==> src/rtl/sprite_fetch_arb.sv <==
// Round-robin burst arbiter sharing one 16x16 sprite ROM between sprite engines.
// Define SPRITE_ARB_FIXED_PRIO_EN to make the lowest-index requester always win.
module sprite_fetch_arb #(
  parameter int NUM_REQ = 4,
  parameter int FRAME_W = 2,
  parameter int COLOR_W = 12,
  localparam int ID_W = $clog2(NUM_REQ)
) (
  input  logic                       clk,
  input  logic                       reset_n,
  input  logic [NUM_REQ-1:0]         req,
  input  logic [NUM_REQ*4-1:0]       req_row,
  input  logic [NUM_REQ*FRAME_W-1:0] req_frame,
  output logic [NUM_REQ-1:0]         ack,
  output logic [3:0]                 rom_row,
  output logic [3:0]                 rom_col,
  output logic [FRAME_W-1:0]         rom_frame,
  input  logic [COLOR_W-1:0]         rom_data,
  output logic                       pix_valid,
  output logic [ID_W-1:0]            pix_id,
  output logic [3:0]                 pix_col,
  output logic [COLOR_W-1:0]         pix_data,
  output logic                       pix_last,
  output logic                       busy
);

  typedef enum logic {IDLE, ISSUE} state_t;

  state_t               state_q, state_d;
  logic [3:0]           rom_row_q, rom_row_d;
  logic [3:0]           rom_col_q, rom_col_d;
  logic [FRAME_W-1:0]   rom_frame_q, rom_frame_d;
  logic [NUM_REQ-1:0]   ack_q, ack_d;
  logic [ID_W-1:0]      cur_id_q, cur_id_d;
`ifndef SPRITE_ARB_FIXED_PRIO_EN
  logic [ID_W-1:0]      last_grant_q, last_grant_d;
`endif
  logic                 s1_valid_q, s1_valid_d;
  logic [ID_W-1:0]      s1_id_q, s1_id_d;
  logic [3:0]           s1_col_q, s1_col_d;
  logic                 s1_last_q, s1_last_d;
  logic                 pix_valid_q, pix_valid_d;
  logic [ID_W-1:0]      pix_id_q, pix_id_d;
  logic [3:0]           pix_col_q, pix_col_d;
  logic [COLOR_W-1:0]   pix_data_q, pix_data_d;
  logic                 pix_last_q, pix_last_d;

  logic                 grant_found;
  logic [ID_W-1:0]      gnt_id;
  logic [ID_W-1:0]      cand;

  // Winner search: first requesting index starting after the last grant.
  always_comb begin
    grant_found = 1'b0;
    gnt_id      = '0;
    cand        = '0;
    for (int i = 0; i < NUM_REQ; i++) begin
`ifdef SPRITE_ARB_FIXED_PRIO_EN
      cand = ID_W'(i);
`else
      cand = ID_W'((int'(last_grant_q) + i + 1) % NUM_REQ);
`endif
      if (!grant_found && req[cand]) begin
        grant_found = 1'b1;
        gnt_id      = cand;
      end
    end
  end

  always_comb begin
    state_d     = state_q;
    rom_row_d   = rom_row_q;
    rom_col_d   = rom_col_q;
    rom_frame_d = rom_frame_q;
    ack_d       = '0;
    cur_id_d    = cur_id_q;
`ifndef SPRITE_ARB_FIXED_PRIO_EN
    last_grant_d = last_grant_q;
`endif
    // Tag stage 1 mirrors the address register; stage 2 lines up with rom_data.
    s1_valid_d  = (state_q == ISSUE);
    s1_id_d     = cur_id_q;
    s1_col_d    = rom_col_q;
    s1_last_d   = (state_q == ISSUE) && (rom_col_q == 4'd15);
    pix_valid_d = s1_valid_q;
    pix_id_d    = s1_id_q;
    pix_col_d   = s1_col_q;
    pix_last_d  = s1_last_q;
    pix_data_d  = s1_valid_q ? rom_data : pix_data_q;

    if (state_q == ISSUE && rom_col_q != 4'd15) begin
      rom_col_d = rom_col_q + 4'd1;
    end else if (grant_found) begin
      state_d     = ISSUE;
      rom_row_d   = req_row[{gnt_id, 2'b00} +: 4];
      rom_frame_d = req_frame[gnt_id*FRAME_W +: FRAME_W];
      rom_col_d   = '0;
      ack_d[gnt_id] = 1'b1;
      cur_id_d    = gnt_id;
`ifndef SPRITE_ARB_FIXED_PRIO_EN
      last_grant_d = gnt_id;
`endif
    end else begin
      state_d = IDLE;
    end
  end

  always_ff @(posedge clk) begin
    if (!reset_n) begin
      state_q     <= IDLE;
      rom_row_q   <= '0;
      rom_col_q   <= '0;
      rom_frame_q <= '0;
      ack_q       <= '0;
      cur_id_q    <= '0;
`ifndef SPRITE_ARB_FIXED_PRIO_EN
      last_grant_q <= ID_W'(NUM_REQ - 1);
`endif
      s1_valid_q  <= 1'b0;
      s1_id_q     <= '0;
      s1_col_q    <= '0;
      s1_last_q   <= 1'b0;
      pix_valid_q <= 1'b0;
      pix_id_q    <= '0;
      pix_col_q   <= '0;
      pix_data_q  <= '0;
      pix_last_q  <= 1'b0;
    end else begin
      state_q     <= state_d;
      rom_row_q   <= rom_row_d;
      rom_col_q   <= rom_col_d;
      rom_frame_q <= rom_frame_d;
      ack_q       <= ack_d;
      cur_id_q    <= cur_id_d;
`ifndef SPRITE_ARB_FIXED_PRIO_EN
      last_grant_q <= last_grant_d;
`endif
      s1_valid_q  <= s1_valid_d;
      s1_id_q     <= s1_id_d;
      s1_col_q    <= s1_col_d;
      s1_last_q   <= s1_last_d;
      pix_valid_q <= pix_valid_d;
      pix_id_q    <= pix_id_d;
      pix_col_q   <= pix_col_d;
      pix_data_q  <= pix_data_d;
      pix_last_q  <= pix_last_d;
    end
  end

  assign ack       = ack_q;
  assign rom_row   = rom_row_q;
  assign rom_col   = rom_col_q;
  assign rom_frame = rom_frame_q;
  assign pix_valid = pix_valid_q;
  assign pix_id    = pix_id_q;
  assign pix_col   = pix_col_q;
  assign pix_data  = pix_data_q;
  assign pix_last  = pix_last_q;
  assign busy      = (state_q == ISSUE) | s1_valid_q | pix_valid_q;

endmodule

==> config.mk <==
export PLATFORM = sky130hd
export DESIGN_NAME = sprite_fetch_arb
export DESIGN_NICKNAME = d
export VERILOG_FILES = /design/src/rtl/sprite_fetch_arb.sv
export SDC_FILE = /design/constraint.sdc
export NUM_CORES = 1
export LEC_CHECK = 0
export ABC_CLOCK_PERIOD_IN_PS = 4400
export BUFFER_PORTS_ARGS = -buffer_cell sky130_fd_sc_hd__clkbuf_2
export CORE_UTILIZATION = 30
export CTS_CLUSTER_DIAMETER = 50
export CTS_CLUSTER_SIZE = 8
export DETAILED_ROUTE_END_ITERATION = 16
export GPL_TIMING_DRIVEN = 0
export HOLD_SLACK_MARGIN = 0.02
export PLACE_DENSITY = 0.52
export RECOVER_POWER = 50
export SLEW_MARGIN = 40
export SYNTH_ARGS = -nofsm -noshare
export SYNTH_HDL_FRONTEND = slang
export SYNTH_SLANG_ARGS = --single-unit
==> constraint.sdc <==
create_clock -name clk -period 4.4 [get_ports clk]
set_input_delay 0.22 -clock clk [delete_from_list [all_inputs] [get_ports clk]]
set_output_delay 0.22 -clock clk [all_outputs]
set_load 0.02 [all_outputs]
==> results.cfg, run 1 <==
[worst_setup_path]
critical_path_class = reg2reg
timing.rr.start = last_grant_q[0]
rrSetupSlack_ns = 2.27
crit_required_ns = 4.60
endpoint_kind = flop
arrival_ns = 2.33
critPathMaxFanout = 10
ff2ff_path_depth = 5
critPathLaunchType = flop
reg2reg_to = rom_row[0]

[timing]
worstMarginPinSlew_ns = 0.628
finalSetupTns_ns = 0
slew_headroom_pct = 58.1
holdWs_ns = 0.178
setup_viol = 0
finalClockSkew_ns = 0.00995
finalCritPeriodShare_pct = 48.4
max_freq_mhz = 470
slew_viol_final = 0
rsz0062_at_grt = no
hold_viol_final = 0
post-route-min-period_ns = 2.13

[clock_tree]
cts_buffer_depth = 2
htree_levels = 2
clkTransAtPathRegs_ns = 0.09
insertion_delay_ns = 0.30
postCtsSetupRepairBufs = 0
cts_root_buf = clkbuf_8
cts_buffers = 5
holdBufCountCts = 0
tritoncts = yes
cts_resized = 0
cts_sinks = 47

[min_path]
hp-class = in2reg
whs_endpoint = pix_data[10]
worstHoldStart = rom_data[10]
whs_path_depth = 3

[drt]
avgViaCountPerCell = 4.54
dr.first_iter.drc_count = 71
ant_nets = 0
post_drt_wl_per_cell_um = 11.9
drc_errors = 0
dr.pass1.iters = 4
vias = 1495
routed_wl_mm = 3.91

[grt]
grt_pass1_vias = 1358
grt_usage_pct = 12.6
grt_overflow_total = 0
grt_start_max_net_pins = 15
grt_pass1_wl_mm = 6.18
antenna_found_initial = 0

[pwr]
power_density_mw_per_mm2 = 358
vdd_drop_max_mv = 0.118
p_leak_nw = 1.03

[logic_synthesis]
yosys.area.top_type = dfxtp_1
postSynthCellCount = 170
synth.area.top_cells = dfxtp_1 (51%), mux2i_1 (6.5%), and2_1 (5.4%)
synth-seq-cells = 47
synth_cell_types = 35
synthArstFlopShare_pct = 0
synth_common_cells = dfxtp_1 (47), and2_1 (16), nor2b_1 (16)
synth_flop_cell = dfxtp_1
avgSynthCellArea_um2 = 10.9
synth-edff-count = 0
syn-cell-area_mm2 = 0.00185
synthesis.nets = 213
seq_area_frac_synth_pct = 50.9
yosysMostFrequentCell = dfxtp_1
synthDominantCellAreaShare_pct = 50.9
yosys_warnings = 0

[flow_run]
drv_cap = 0

[place]
numPortBuffers = 76
gp_congestion = 0.748
dp.cells = 321
dp_hpwl_mm = 2.85
place_area_mm2 = 0.00232

[die]
fp.coreArea_mm2 = 0.00592
die_area_mm2 = 0.00648
pin_count = 77
chipHeight_um = 80.5
core.rowCount = 28
start_util_pct = 31.2
die_w_um = 80.5

[run_status]
outcome = complete, no violations

[final_layout]
final_cells = 329
layout-drive-gt1-share_pct = 28.3
num-fill-cells = 626
final_cell_area_mm2 = 0.00238
antenna_cells = 0
syn_to_final_growth_pct = 28.6
nNetsFinal = 296
-- routing by layer --
layer,up-vias,track usage (%),wire [um]
met5,-,0,0
met4,0,5.36,66
met3,5,3.30,256
met2,54,20.1,1740
met1,677,15.9,1840
li1,759,-,-
-- final cells by class --
| type | count | area [um2] | area share (%) |
|---|---|---|---|
| Buffer | 9 | 35.0 | 1.47 |
| Clock buffer | 6 | 72.6 | 3.05 |
| Clock inverter | 2 | 12.5 | 0.526 |
| Inverter | 2 | 7.51 | 0.316 |
| Multi-Input combinational cell | 112 | 865 | 36.4 |
| Sequential cell | 47 | 941 | 39.6 |
| Tap cell | 75 | 93.8 | 3.95 |
| Timing Repair Buffer | 76 | 350 | 14.7 |
-- logic make-up after synthesis --
group                    after synthesis  synth area share, %
AND/OR/NAND/NOR                       71                 22.2
flip-flops                            47                 50.9
AO/OA/AOI/OAI                         21                 9.00
multiplexers                          18                 14.4
buffers and inverters                 11                 2.30
XOR/XNOR                               1                0.474
adder cells (fa/ha/maj)                1                0.677
-- critical path, cell delays in order (launching register included) --
cell,delay [ns]
dfxtp_1,0.42
nor2b_4,0.06
a211o_1,0.32
a21oi_4,0.37
mux4_1,0.61
a31o_2,0.26
-- layout by cell type (no fill, tap or decap), types with 2 or more instances in the layout --
cell type and instances:
nor3b_1 2, nor2b_1 16, mux4_2 3, and2_0 9
clkbuf_8 5, mux4_1 3, nor2_1 8, clkbuf_2 52
nand2_1 10, mux2i_1 12, nand2b_1 2, inv_1 2
a21boi_0 2, clkbuf_1 33, o211ai_1 2, and3_1 6
o21ai_0 2, and2_1 7, nand3_1 3, a21oi_1 3
a31o_2 6, nor3_1 2, dfxtp_1 47
-- per-stage QoR --
stage	power (W)	util (%)	setup slack (ns)
floorplan	0.000562	-	2.45
global placement	0.000613	39.2	2.25
detailed placement	0.000614	39.2	2.23
CTS	0.000870	40.7	2.26
global route	0.000901	40.2	2.14
finish	0.000851	40.2	2.27
-- power by group --
| part | internal, W | switching [W] | leakage (nW) |
|---|---|---|---|
| Combinational | 0.0000658 | 0.0000755 | 0.608 |
| Sequential | 0.000447 | 0.0000113 | 0.384 |
| Clock | 0.000111 | 0.000141 | 0.0412 |
-- worst max-delay path by stage --
stage	start	end	slack [ns]	cells after the start
floorplan	last_grant_q[0]	rom_row[0]	2.45	5
global placement	req[1]	rom_row[0]	2.25	6
detailed placement	req[1]	rom_row[0]	2.23	6
CTS	last_grant_q[0]	rom_row[0]	2.26	5
global route	rom_col[0]	cur_id_q[1]	2.14	7
finish	last_grant_q[0]	rom_row[0]	2.27	5
-- registers in the layout (all words and copies together) (netlist names) --
register / count
rom_row: 4
pix_valid_d: 1
pix_last_d: 1
last_grant_q: 2
pix_id: 2
rom_col: 4
cur_id_q: 2
s1_valid_d: 1
pix_data: 12
pix_valid: 1
ack: 4
pix_id_d: 2
pix_col: 4
pix_col_d: 4
rom_frame: 2
pix_last: 1
No activity file was read; power rests on OpenSTA's default activity.
==> inputs of run 2 (changes only) <==
ABC_CLOCK_PERIOD_IN_PS = 2000   (was 4400)
clock period = 2 ns   (was 4.4 ns; I/O delays follow)
==> results.cfg, run 2 (synthesis results as in run 1) <==
[worst_setup_path]
crit_required_ns = 2.20
timing.rr.start = last_grant_q[0]
critPathLaunchType = flop
arrival_ns = 2.12
endpoint_kind = flop
critPathMaxFanout = 10
startpoint = last_grant_q[0]
critical_path_class = reg2reg

[die]
chipHeight_um = 80.5
core.rowCount = 28
start_util_pct = 31.2
pin_count = 77
fp.coreArea_mm2 = 0.00592
die_area_mm2 = 0.00648
die_w_um = 80.5

[timing]
hold_viol_final = 0
worstMarginPinSlew_ns = 0.629
finalCritPeriodShare_pct = 95.9
setup_viol = 0
finalClockSkew_ns = 0.00971
max_freq_mhz = 521
rsz0062_at_grt = no
slew_viol_final = 0
slew_headroom_pct = 58.1
post-route-min-period_ns = 1.92

[clock_tree]
htree_levels = 2
tritoncts = yes
clkTransAtPathRegs_ns = 0.09
cts_root_buf = clkbuf_8
insertion_delay_ns = 0.30
cts_buffers = 5
cts_sinks = 47
cts_buffer_depth = 2

[pwr]
fin_total_pwr_w = 0.00189
vdd_drop_max_mv = 0.253
power_density_mw_per_mm2 = 786
p_leak_nw = 1.03

[final_layout]
syn_to_final_growth_pct = 30.1
final_cells = 330
final_common_cell = clkbuf_2
antenna_cells = 0
final_cell_mix = clkbuf_2 (48), dfxtp_1 (46), clkbuf_1 (36)
num-fill-cells = 630
layout-drive-gt1-share_pct = 28.6
largest_reg_flops = 12
nNetsFinal = 297
post-route-util_pct = 40.6

[drt]
dr.pass1.iters = 4
drc_errors = 0
ant_nets = 0
avgViaCountPerCell = 4.58
post_drt_wl_per_cell_um = 11.9
dr.first_iter.drc_count = 101
vias = 1512
routed_wl_mm = 3.93

[flow_run]
drv_cap = 0

[min_path]
hp-class = in2reg
worstHoldStart = rom_data[10]

[grt]
grt_start_max_net_pins = 15
antenna_found_initial = 0
grt_pass1_wl_mm = 6.20
grt_overflow_total = 0
grt_pass1_vias = 1365
grt_usage_pct = 12.6

[place]
gp_congestion = 0.748
dp_hpwl_mm = 2.85
dp.cells = 321
numPortBuffers = 76

[run_status]
outcome = complete, no violations
-- run 2: cell count changes in the layout (fill, tap and decap cells not counted), sizes merged --
cell and change:
clkbuf +1
-- run 2: what timing repair did --
action                                  in CTS  in global routing
pin swaps                                    1                  1
endpoints found under the setup margin       8                  7
hold buffers                                 0                  0
hold endpoints to repair                     0                  0
gates resized for setup                      2                  6
cloned                                       0                  0
setup buffers                                1                  0
-- run 2: final cells by class --
type                            count  area, um2  area share (%)
Clock buffer                        6       72.6            3.02
Sequential cell                    47        945            39.3
Buffer                              9       41.3            1.72
Inverter                            2       7.51           0.312
Multi-Input combinational cell    112        867            36.1
Tap cell                           75       93.8            3.90
Timing Repair Buffer               77        365            15.2
Clock inverter                      2       12.5           0.520
-- run 2: final timing paths --
path,cells past startpoint,slack (ns),to
worst max-delay path,6,0.08,rom_row[2]
worst min-delay path,3,0.06,pix_data[10]
worst max register to register,6,0.08,rom_row[2]
worst min register to register,1,0.44,pix_last
-- run 2: metal layers --
layer  part of all wire [%]  GRT usage [%]
met5                      0              0
met4                    1.7           5.36
met3                    6.7           3.30
met2                     44           20.1
met1                     47           16.0
-- run 2: report_power, final --
group	total, W	switching [W]	leakage (nW)	internal [W]
logic	0.000329	0.000170	0.606	0.000158
registers	0.00101	0.0000250	0.384	0.000982
clock network	0.000554	0.000309	0.0412	0.000245
-- run 2: worst max-delay path, stage by stage, from the launching register on --
cell and delay [ns]:
dfxtp_4 0.38, nor2b_4 0.04, a211o_1 0.28, a21oi_4 0.18, buf_12 0.15, mux4_1 0.54
a31o_2 0.25
-- run 2: stage by stage --
step / area, um2 / hold WS (ns) / setup TNS, ns / setup WS (ns)
global route: 2400 / 0.0583 / 0 / 0.0130
floorplan: 1850 / 0.242 / 0 / 0.0520
finish: 2400 / 0.0585 / 0 / 0.0819
CTS: 2430 / 0.0467 / 0 / 0.0197
detailed placement: 2320 / 0.371 / -0.643 / -0.130
global placement: 2320 / 0.359 / -0.593 / -0.114
